**config.mk**
```make
export PLATFORM = sky130hd
export DESIGN_NAME = stopwatch_button_ctrl
export DESIGN_NICKNAME = d
export VERILOG_FILES = /design/src/rtl/stopwatch_button_ctrl.sv
export SDC_FILE = /design/constraint.sdc
export NUM_CORES = 1
export LEC_CHECK = 0
export CORE_ASPECT_RATIO = 1.4
export CORE_MARGIN = 2
export CORE_UTILIZATION = 45
export DETAILED_ROUTE_END_ITERATION = 10
export GPL_ROUTABILITY_DRIVEN = 0
export PLACE_DENSITY = 0.71
export RECOVER_POWER = 100
export SETUP_SLACK_MARGIN = 0.2
export SLEW_MARGIN = 10
export SYNTH_ARGS = -nofsm -noshare
export SYNTH_HDL_FRONTEND = slang
export SYNTH_SLANG_ARGS = --single-unit
```
**constraint.sdc**
```tcl
create_clock -name clk -period 3.6 [get_ports clk]
set_input_delay 0.9 -clock clk [delete_from_list [all_inputs] [get_ports clk]]
set_output_delay 0.9 -clock clk [all_outputs]
set_load 0.005 [all_outputs]
```
**src/rtl/stopwatch_button_ctrl.sv**
```systemverilog
// stopwatch_button_ctrl: debounced start/stop and clear buttons driving an IDLE/RUN/PAUSE stopwatch FSM
module stopwatch_button_ctrl #(
  parameter int DB_CYCLES = 1000000,
  parameter int CNT_W = 20
) (
  input  logic       clk,
  input  logic       reset,
  input  logic       btn_ss,
  input  logic       btn_clr,
  output logic       enable,
  output logic       clr,
  output logic [1:0] state
);
  typedef enum logic [1:0] {IDLE = 2'b00, RUN = 2'b01, PAUSE = 2'b10} state_t;
  logic [1:0] s1, s2, level, level_d, press;
  logic [CNT_W-1:0] cnt [2];
  state_t cur, nxt;
  logic enable_n, clr_n;
  // bit 0 is start/stop, bit 1 is clear
  always_ff @(posedge clk) begin
    if (reset) begin
      s1 <= '0;
      s2 <= '0;
      level <= '0;
      level_d <= '0;
      for (int j = 0; j < 2; j++) cnt[j] <= '0;
    end else begin
      s1 <= {btn_clr, btn_ss};
      s2 <= s1;
      level_d <= level;
      for (int j = 0; j < 2; j++) begin
        if (s2[j] == level[j]) cnt[j] <= '0;
        else if (cnt[j] == CNT_W'(DB_CYCLES - 1)) begin
          level[j] <= s2[j];
          cnt[j] <= '0;
        end else cnt[j] <= cnt[j] + CNT_W'(1);
      end
    end
  end
  assign press = level & ~level_d;
  always_ff @(posedge clk) begin
    if (reset) begin
      cur <= IDLE;
      enable <= 1'b0;
      clr <= 1'b1;
    end else begin
      cur <= nxt;
      enable <= enable_n;
      clr <= clr_n;
    end
  end
  // clear wins over a simultaneous start/stop press
  always_comb begin
    nxt = press[1] ? IDLE : press[0] ? (cur == RUN ? PAUSE : RUN) : cur;
  end
  always_comb begin
    enable_n = (nxt == RUN);
    clr_n = press[1];
  end
  assign state = cur;
endmodule

```
* Word level (Yosys, flattened, before mapping)
Memory sizes are Yosys's and may differ from the RTL's. Cells that the tools add are included. Widths: inputs -> output; s select.
Word-level totals: memory bits (writable) 40, bits of input ports 4, output and inout port bits 4, register bits after elaboration 12, word-level logic and storage cells 62, memories 1
Memory list:
- cnt | words 2, bits a word 20, rd ports 2, clocked after memory_dff 0, wr ports 2, RTL line 16 | logic [CNT_W-1:0] cnt [2];
Cells by class: multiplexer cells 33, bitwise logic cells 10, $add $sub $neg 2, reduce and logical (&&, ||, !) cells 2, eq/ne operators 6
Operators with widths (number):
- $mux 20 | 6
- $add 20x1->20 const B | 2
- $eq 20x20->1 const B | 2
- $mux 1 | 24
- $mux 2 | 3
- $or 1x1->1 | 6
- $eq 2x1->1 const B | 2
- $reduce_and 2->1 | 2
- $and 2x2->2 | 1
- $eq 1x1->1 | 2
- $not 1->1 | 2
- $not 2->2 | 1

* Longest topological paths before layout
depth in word-level cells 7, mapped depth 6, mapped depth without buffers 5

* Worst setup path after synthesis
Ideal clock, no wire load.
path type register to register, from memory cnt[1][7], to memory cnt[1][11] (data pin), data arrival time 1575 ps, data required time 3343 ps, path slack 1769 ps, path buffers 1, stages on the path, launching flop included 6, library setup time 257 ps, clock period less this slack 1831 ps, cells stage by stage edfxtp_1 -> nor4_1 -> nand4_1 -> o21ai_1 -> buf_2 -> nor2_1
RTL lines (RTL line):
- start: declaration | 16

==> run metrics <==
status=finished clean; Worst-Margin Slew=0.9211 ns; Starting DRT DRC Count=70; total core area=5565 um^2; CTS Hold Bufs=0; area grow syn2layout=14.53%; crit-path max FO=10; clock sink count=52; global-route usage over all layers=15.99%; clock transition at the registers of the reported paths=0.10 ns; CP Data Arrival Time=2.72 ns; Clk Latency, worst-skew pair=0.31 ns; Post-synth EDFFs=40; Die Span X=68.24 um; Synth Flop Type=edfxtp_1; ys async rst share=0%; pre-CTS WS=1.208 ns; Netlist cell types=37; total wire length=4.492 mm; capturing element type of the critical path=flip-flop; Total Nets Final=300; final setup margin=0.9223 ns; synth warn=0; gate count after technology mapping=246; RSZ-0062 raised after global routing=false; largest net degree at the start of global routing=21; final clock skew=0.01150 ns; Tmin final=2.678 ns; Die ar.=6410 um^2; first-pass GRT wire length=7.838 mm; Mapped Avg Cell Area=10.57 um^2; Root Buffer=clkbuf_8; drt pass-1 iters=4; Routed Antenna Nets=0; number of global-route vias before repair=1816; routed vias/inst=5.113; Seq cells post-synth=52; routed len/inst=12.37 um; initial cell density of the core=46.72%; grt ovf=0; part of the cycle the worst path needs=74.38%; setup bufs post-CTS=0; Antenna Cells=0; Max Buffers Root-to-Sink=2; Worst Hold Class=reg -> reg; I/O Buffers=7; Die H=93.94 um; Inserted Clock Buffers=5; IO Count=8; via count=1856; hpwl dp=3.276 mm; Slew Viols, Final=0; CTS tree=built; Hold Slack=0.4489 ns; hold violation count in the final report=0; crit start category=flip-flop; endpoints failing setup=0; cts repair resizes=0; layout cell share with drive strength beyond 1=4.746%; CP required=3.65 ns; Rows=32; sequential share of the synthesized area=55.44%; fmax=373.5 MHz; initial antenna violation count=0; Mapped Area=2600 um^2; Total Neg Setup Slack=0 ns; Crit Path Category=reg -> reg; Slew headroom=37.95%; Cell Pwr Density=366.3 nW/um^2; max capacitance violation total=0; Final Util=53.51%; H-tree depth=2; drt drc=0; Peak VDD IR=0.2023 mV; P_leak=1.025 nW
## final cells by class
| type | instances | area [um^2] |
|---|---|---|
| Timing Repair Buffer | 10 | 85.08 |
| Fill cell | 513 | 2587 |
| Tap cell | 68 | 85.08 |
| Clock inverter | 3 | 26.28 |
| Multi-Input combinational cell | 216 | 1237 |
| Sequential cell | 52 | 1441 |
| Inverter | 9 | 33.78 |
| Clock buffer | 5 | 68.82 |
## cells in the final DEF, fill, tap and decap left out, drive strengths merged, types with 7 or more instances in the layout
cell and count:
xor2 16, o21ai 10, nand2 12, nor2 34, xnor2 13, nor2b 7, inv 11, a21oi 11
nand3 13, edfxtp 40, clkbuf 7, conb 40, nand4 13, or3 8, dfxtp 12
## cell usage after synthesis (6+ instances only)
| cell | number | area, um^2 |
|---|---|---|
| a21oi_1 | 11 | 55.05 |
| dfxtp_1 | 12 | 240.2 |
| edfxtp_1 | 40 | 1201 |
| inv_1 | 9 | 33.78 |
| nand2_1 | 12 | 45.04 |
| nand3_1 | 13 | 65.06 |
| nand4_1 | 11 | 68.82 |
| nor2_1 | 34 | 127.6 |
| nor2b_1 | 7 | 43.79 |
| nor4_1 | 6 | 37.54 |
| o21ai_0 | 9 | 45.04 |
| or3_1 | 8 | 50.05 |
| xnor2_1 | 13 | 113.9 |
| xor2_1 | 16 | 140.1 |
## power breakdown
part	leakage [nW]	internal, mW	switching [mW]	total (mW)
logic	0.464	0.0205	0.0273	0.0479
clock network	0.0506	0.144	0.209	0.352
registers	0.511	0.667	0.0235	0.691
## through the flow
step	total power, mW	std cells	area (um^2)
2_1_floorplan	0.7344	285	2746
3_3_place_gp	0.7501	355	2890
3_5_place_dp	0.7523	355	2890
4_1_cts	1.106	363	2985
5_1_grt	1.132	363	2978
6_report	1.091	363	2978
## worst max-delay path, stage by stage, from the launching register on
cell      delay [ns]
edfxtp_1        0.50
nor4_1          0.37
nand4_1         0.23
o21ai_0         0.78
clkbuf_1        0.42
nor2_1          0.12
## cell families (layout without fill, tap and decap cells)
kind of cell	Yosys count	after routing	synth area share, %
and+or+nand+nor	118	118	25.22
adders and majority gates	2	2	0.9623
AOI/OAI and AO/OA	26	26	5.486
xor gates and xnor gates	29	29	9.769
DFF	52	52	55.44
muxes	1	1	0.3850
buffers and inverters	17	27	2.598
other	1	40	0.1442
## registers in the layout, summed over array words and instances, names as in the netlist
register	cells
s1	2
s2	2
state	2
level	2
enable	1
clr	1
level_d	2
cnt	40
## final timing paths
| path | from | slack, ns | to | depth (start not counted) |
|---|---|---|---|---|
| min reg2reg | s1[1] | 0.45 | s2[1] | 1 |
| min | s1[1] | 0.45 | s2[1] | 1 |
| max reg2reg | cnt[1][7] | 0.92 | cnt[1][13] | 5 |
| max | cnt[1][7] | 0.92 | cnt[1][13] | 5 |
## layer usage
layer | up-vias | GRT usage (%) | part of all wire [%]
li1 | 952 | - | -
met1 | 877 | 19.07 | 46
met2 | 20 | 27.27 | 50
met3 | 7 | 3.118 | 2.4
met4 | 0 | 6.833 | 1.6
met5 | - | 0 | 0
Note: power is estimated with default switching activity, not from simulation.
